<file path="src/rtl/pri_irq_encoder.sv">
`default_nettype none
// ============================================================================
//  Module   : pri_irq_encoder
//  Purpose  : Registered priority encoder. Captures request pulses into a sticky
//             pending register and presents the winning index on a valid/ready
//             channel. Define PRI_IRQ_ENCODER_ROTATE_EN for round-robin priority.
//  Revision : 1.0 - initial release
// ============================================================================
module pri_irq_encoder #(
   parameter int N = 8,
   parameter int W = $clog2(N)
) (
   input  logic         clk,
   input  logic         rst_n,
   input  logic [N-1:0] req,
   output logic         out_valid,
   output logic [W-1:0] out_idx,
   input  logic         out_ready,
   output logic [N-1:0] pend,
   output logic         overflow
);

   typedef enum logic [0:0] {
      ST_EMPTY   = 1'b0,
      ST_PRESENT = 1'b1
   } state_t;

   localparam logic [W-1:0] c_IDX_TOP = W'(N - 1);
   localparam logic [N-1:0] c_ONE     = N'(1);

   state_t       r_state;
   state_t       w_state_nxt;
   logic [W-1:0] r_idx;
   logic [W-1:0] w_idx_nxt;
   logic [N-1:0] r_pend;
   logic [N-1:0] w_pend_nxt;
   logic [N-1:0] w_clr;
   logic [N-1:0] w_rem;
   logic         r_ovf;
   logic         w_ovf_nxt;
   logic         w_hs;
   logic [W-1:0] w_sel_pend;
   logic [W-1:0] w_sel_rem;

   function automatic logic [W-1:0] f_highest(input logic [N-1:0] v);
      f_highest = '0;
      for (int i = 0; i < N; i++) begin
         if (v[i]) f_highest = i[W-1:0];
      end
   endfunction

`ifdef PRI_IRQ_ENCODER_ROTATE_EN
   logic [W-1:0] r_ptr;
   logic [W-1:0] w_ptr_nxt;

   // Searching down from p with wrap: prefer bits at or below p, else the top.
   function automatic logic [W-1:0] f_select(input logic [N-1:0] v,
                                             input logic [W-1:0] p);
      logic [N-1:0] lo;
      for (int i = 0; i < N; i++) begin
         lo[i] = v[i] && (i[W-1:0] <= p);
      end
      f_select = (lo != '0) ? f_highest(lo) : f_highest(v);
   endfunction

   assign w_ptr_nxt  = w_hs ? ((r_idx == '0) ? c_IDX_TOP : r_idx - 1'b1) : r_ptr;
   assign w_sel_pend = f_select(r_pend, r_ptr);
   assign w_sel_rem  = f_select(w_rem, w_ptr_nxt);

   always_ff @(posedge clk or negedge rst_n) begin
      if (!rst_n) r_ptr <= c_IDX_TOP;
      else        r_ptr <= w_ptr_nxt;
   end
`else
   assign w_sel_pend = f_highest(r_pend);
   assign w_sel_rem  = f_highest(w_rem);
`endif

   assign w_hs       = (r_state == ST_PRESENT) && out_ready;
   assign w_clr      = w_hs ? (c_ONE << r_idx) : '0;
   assign w_rem      = r_pend & ~w_clr;
   assign w_pend_nxt = w_rem | req;
   assign w_ovf_nxt  = |(req & w_rem);

   always_comb begin
      w_state_nxt = r_state;
      w_idx_nxt   = r_idx;
      case (r_state)
         ST_EMPTY: begin
            if (r_pend != '0) begin
               w_state_nxt = ST_PRESENT;
               w_idx_nxt   = w_sel_pend;
            end
         end
         ST_PRESENT: begin
            // Requests landing on this edge are not in w_rem; seen next edge.
            if (w_hs) begin
               if (w_rem != '0) begin
                  w_idx_nxt = w_sel_rem;
               end else begin
                  w_state_nxt = ST_EMPTY;
                  w_idx_nxt   = '0;
               end
            end
         end
         default: begin
            w_state_nxt = ST_EMPTY;
            w_idx_nxt   = '0;
         end
      endcase
   end

   always_ff @(posedge clk or negedge rst_n) begin
      if (!rst_n) begin
         r_state <= ST_EMPTY;
         r_idx   <= '0;
         r_pend  <= '0;
         r_ovf   <= 1'b0;
      end else begin
         r_state <= w_state_nxt;
         r_idx   <= w_idx_nxt;
         r_pend  <= w_pend_nxt;
         r_ovf   <= w_ovf_nxt;
      end
   end

   assign out_valid = (r_state == ST_PRESENT);
   assign out_idx   = r_idx;
   assign pend      = r_pend;
   assign overflow  = r_ovf;

endmodule
`default_nettype wire

</file>
<file path="config.mk">
export PLATFORM = sky130hd
export DESIGN_NAME = pri_irq_encoder
export DESIGN_NICKNAME = d
export VERILOG_FILES = /design/src/rtl/pri_irq_encoder.sv
export SDC_FILE = /design/constraint.sdc
export NUM_CORES = 1
export LEC_CHECK = 0
export ABC_AREA = 1
export CAP_MARGIN = 20
export CORE_ASPECT_RATIO = 0.75
export CORE_MARGIN = 5
export CORE_UTILIZATION = 40
export DETAILED_ROUTE_END_ITERATION = 6
export GPL_TIMING_DRIVEN = 0
export HOLD_SLACK_MARGIN = 0.02
export PLACE_DENSITY = 0.81
export SETUP_SLACK_MARGIN = 0.05
export SLEW_MARGIN = 20
export SYNTH_ARGS = -nofsm -noshare
export SYNTH_HDL_FRONTEND = slang
export SYNTH_SLANG_ARGS = --single-unit
</file>
<file path="constraint.sdc">
create_clock -name clk -period 1.3 [get_ports clk]
set_input_delay 0.26 -clock clk [delete_from_list [all_inputs] [get_ports clk]]
set_output_delay 0.26 -clock clk [all_outputs]
set_load 0.02 [all_outputs]
</file>
Word level (Yosys, flattened, before mapping):

Cells that the tools add are included.

* bitwise logic cells: 5
* multiplexer cells: 23
* shift-type cells: 1
* reduce and logical (&&, ||, !) cells: 5
* equal/unequal tests: 2

Operators with widths (number)
* $mux 3: 13
* $and 8x8->8: 2
* $reduce_bool 8->1: 2
* $mux 8: 1
* $not 8->8: 1
* $or 8x8->8: 1
* $reduce_or 8->1: 1
* $shl 1x3->8 const A: 1
* $pmux 3 s2: 1
* $mux 1: 5
* $mux 2: 2
* $ne 2x1->1 const B: 1
* $ne 2x2->1 const B: 1
* $pmux 1 s2: 1
* $reduce_and 2->1: 1
* $logic_and 1x1->1: 1
* $not 1->1: 1

* bits in registers: 13

Longest topological paths before layout:

* word-level depth: 14
* depth in mapped cells: 10
* depth with buffers taken out: 10

Worst setup path after synthesis:

No wires, ideal clock.

* path kind: reg-to-reg
* start: register r_state (netlist: out_valid)
* end: register r_state (netlist: out_valid)
* library setup time: 0.132 ns
* buffers on the path: 0
* arrival time: 1.229 ns
* clock period less this slack: 1.361 ns
* slack: -0.061 ns
* cell stages (with the launch flop): 10
* cell sequence: dfrtp_1 > nand2_4 > nor2_4 > nand2_1 > nand2_2 > nand2_1 > nor3_1 > nand2_1 > nand2_1 > nand3_1

* word-level cells in the longest chain between the ends: 8

RTL lines
* start: declaration: line 31 `state_t r_state;`
* start signal: assignment: line 120 `r_state <= w_state_nxt;`
* $logic_and 1x1->1: line 79 `assign w_hs = (r_state == ST_PRESENT) && out_ready;`
* $mux 8: line 80 `assign w_clr = w_hs ? (c_ONE << r_idx) : '0;`
* $not 8->8: line 81 `assign w_rem = r_pend & ~w_clr;`
* $and 8x8->8: line 81
* $reduce_bool 8->1: line 98 `if (w_rem != '0) begin`
* $mux 1: line 98
* $mux 1: line 97 `if (w_hs) begin`
* $pmux 1 s2 *: line 88 `case (r_state)`
* named net w_state_nxt: line 32 `state_t w_state_nxt;`

The timed path passes the listed nets; every way through them passes the cells marked *.
A chain may end at the register's enable or synchronous reset.

Worst setup path after layout:

* start: register r_idx[2] (netlist: out_idx[2])
* end: register r_state (netlist: out_valid)

* word-level cells in the longest chain between the ends: 8

RTL lines
* start: declaration: line 33 `logic [W-1:0] r_idx;`
* start signal: assignment: line 121 `r_idx <= w_idx_nxt;`
* $shl 1x3->8: line 80
* $mux 8: line 80
* $not 8->8: line 81
* $and 8x8->8: line 81
* $reduce_bool 8->1: line 98
* $mux 1: line 98
* $mux 1: line 97
* $pmux 1 s2: line 88
* named net w_state_nxt: line 32

The timed path passes the listed nets, and every way through them passes these cells.

==> summary.txt <==
Status
  – Outcome: complete, but fails checks
  – Failing checks: setup timing

Clock tree
  – Num CTS Buffers: 3
  – CTS Buffer Depth: 2
  – Clock slew at reported path FFs: 90 ps
  – Hold-fix buffers, CTS: 0
  – CTS H-tree lvls: 1
  – Root Driver: clkbuf_4
  – Clock Latency Late Sink: 280 ps
  – CTS sink count: 13
  – CTS tree: yes

Route
  – Via density: 5.10
  – Top Layer Used: met4
  – Drt wl/cell: 13.5 um
  – Met3 WL: 208 um
  – Metal-1 WL: 897 um
  – DRC Markers: 0
  – Final ANT Viol Nets: 0
  – Total Wirelength: 2200 um
  – WL met2: 1070 um
  – TritonRoute pass-1 iters: 4
  – Vias: 831
  – Starting DRT DRC Count: 19

Worst hold path
  – Hold crit path type: input port to async pin

Critical path
  – CP Max Fanout: 5
  – WP buf/inv: 1
  – Top delay family on crit path: simple AND/OR/NAND/NOR gates
  – Crit-path max cell delay: 410 ps
  – Crit Path Class: flop to flop
  – Slowest CP cell: dfrtp_2
  – CP Data Required Time: 1460 ps
  – Cell Chain, Critical Path: inv_2 > nor2_4 > nand2_1 > nand2_4 > nand2_2 > nor2_2 > nand2_1 > nand2_1 > nand3_1
  – Critical path endpoint category: flop
  – Most frequent CP cell: nand2_1
  – Worst EP arrival: 1520 ps
  – CP startpoint kind: flop

Power
  – VDD IR max: 484 uV
  – Power, Total: 1.03 mW
  – Power density over the cells: 896 nW/um2
  – Leak Pwr: 0.531 nW

STA
  – Final Hold Viols: 0
  – Final Max Tran Viols: 0
  – Final setup viols: 2
  – Fin worst setup slack: -60.0 ps
  – Period Utilization, post-route: 105%
  – Slew @ Worst Pin: 612 ps
  – Tmin final: 1360 ps
  – Fmax: 735 MHz
  – Worst rel slew slack: 59.1%
  – RSZ-0062 raised after global routing: true
  – Skew final: 9.24 ps

Final layout
  – Multi-input gate area: 438 um2
  – Net count, final: 153
  – Register area: 333 um2
  – Util after Layout: 64.8%
  – Share of cells above drive strength 1: 44.7%
  – Filler Cell Count: 158
  – Ant. Diodes: 0
  – Area growth, synth to finish: 49.5%

Die
  – Die Ht: 48.0 um
  – I/O pin cnt: 24
  – Starting Density: 43.3%
  – Core Region: 1770 um2
  – Die width: 60.6 um
  – Cell Rows: 13
  – Die area: 2910 um2

Logic synthesis
  – Yosys reg bits: 13
  – Yosys cell types: 18
  – Syn_nets: 117
  – Post-synthesis cell count: 106
  – Cell area after synthesis: 768 um2
  – Mean area per synthesized cell: 7.25 um2
  – Sequential share of the synthesized area: 42.3%
  – Synthesis Warnings: 0

GRT
  – First-pass GRT wire length: 3290 um
  – Largest net degree at the start of global routing: 14
  – Initial antenna violation count: 0
  – Remaining Overflow, GRT: 0
  – Vias in the first global route: 806
  – Gr usage total: 16.3%

Place
  – IO buf count: 23
  – GPL Wtd Cong: 0.869
  – DPL Wire Length: 1560 um

Run
  – Max-cap viol count: 0
## power breakdown
part           total, mW  internal [mW]  leakage, nW  switching, mW
logic              0.315          0.139        0.397          0.176
registers          0.459          0.430        0.119         0.0294
clock network      0.255          0.119       0.0150          0.136
## flip-flops by register name (all words and copies together) (netlist names)
name / flops
out_idx: 3
out_valid: 1
overflow: 1
pend: 8
## logic make-up after synthesis
group                  synth area share (%)
AOI/OAI and AO/OA                      9.94
buffers and inverters                  8.31
DFF                                    42.3
and+or+nand+nor                        39.4
## path summary, 6_finish.rpt
path                       cells past startpoint         end  startpoint  slack (ps)
setup / recovery                               9   out_valid  out_idx[2]         -60
setup reg to reg                               9   out_valid  out_idx[2]         -60
min in group clk                               3     pend[4]      req[4]         530
hold / removal                                 1  out_idx[1]       rst_n         360
hold reg to reg                                2  out_idx[2]  out_idx[2]         620
max in group asynchronous                      1     pend[6]       rst_n         500
## cells in the final DEF (no fill, tap or decap)
cell type	count
nand2_1	27
nor3_1	1
o22ai_2	1
dfrtp_2	6
a21boi_2	1
clkdlybuf4s15_2	4
clkdlybuf4s15_1	1
clkbuf_2	4
inv_2	5
o21bai_1	1
nand3b_1	1
nor2_4	2
o21ai_1	3
clkdlybuf4s50_1	9
nor2_1	3
buf_6	1
or2_2	5
dlygate4sd2_1	1
nand3_1	4
nor3_2	1
nand2_4	3
buf_2	3
a21oi_2	2
buf_4	8
nand2_2	8
o21ai_0	1
o21ai_2	1
nand3_2	1
inv_1	12
a21oi_1	4
dfrtp_1	7
nor2_2	4
clkbuf_4	3
and3_1	1
clkbuf_1	1
nand4_1	1
## cell usage after synthesis, drive strengths merged
library cell / count / area, um2
nand2: 38 / 168
inv: 17 / 63.8
dfrtp: 13 / 325
nor2: 9 / 48.8
a21oi: 6 / 30.0
nand3: 5 / 25.0
o21ai: 5 / 25.0
or2: 5 / 31.3
nor3: 2 / 10.0
a21boi: 1 / 7.51
and3: 1 / 6.26
nand3b: 1 / 7.51
nand4: 1 / 6.26
o21bai: 1 / 7.51
o22ai: 1 / 6.26
## routing by layer
metal / global-route usage, % / vias up
met5: 0 / -
met4: 4.33 / 0
met3: 5.66 / 6
met2: 29.6 / 38
met1: 18.5 / 387
li1: - / 400
## layout make-up
cell class | count | share of cell area [%]
Clock buffer | 4 | 2.29
Inverter | 17 | 5.56
Multi-Input combinational cell | 76 | 38.1
Sequential cell | 13 | 29.0
Tap cell | 22 | 2.40
Timing Repair Buffer | 31 | 22.7
## through the flow
step	hold WS, ps	setup TNS, ps	setup WS [ps]	cells	cell area, um2
final	358	-90.3	-60.0	163	1150
after floorplan	-35.6	0	34.5	106	774
after CTS	382	-55.2	-29.8	161	1150
after global placement	543	-2680	-345	151	1030
after detailed placement	551	-2920	-383	151	1030
after global routing	402	-384	-135	163	1150
## what timing repair did
action / 4_1_cts / 5_1_grt
endpoints found under the hold margin: 0 / 0
gates resized for setup: 56 / 16
endpoints found under the setup margin: 20 / 17
buffers inserted: 6 / 2
pin swaps: 8 / 3
(Power assumes the default switching activity.)
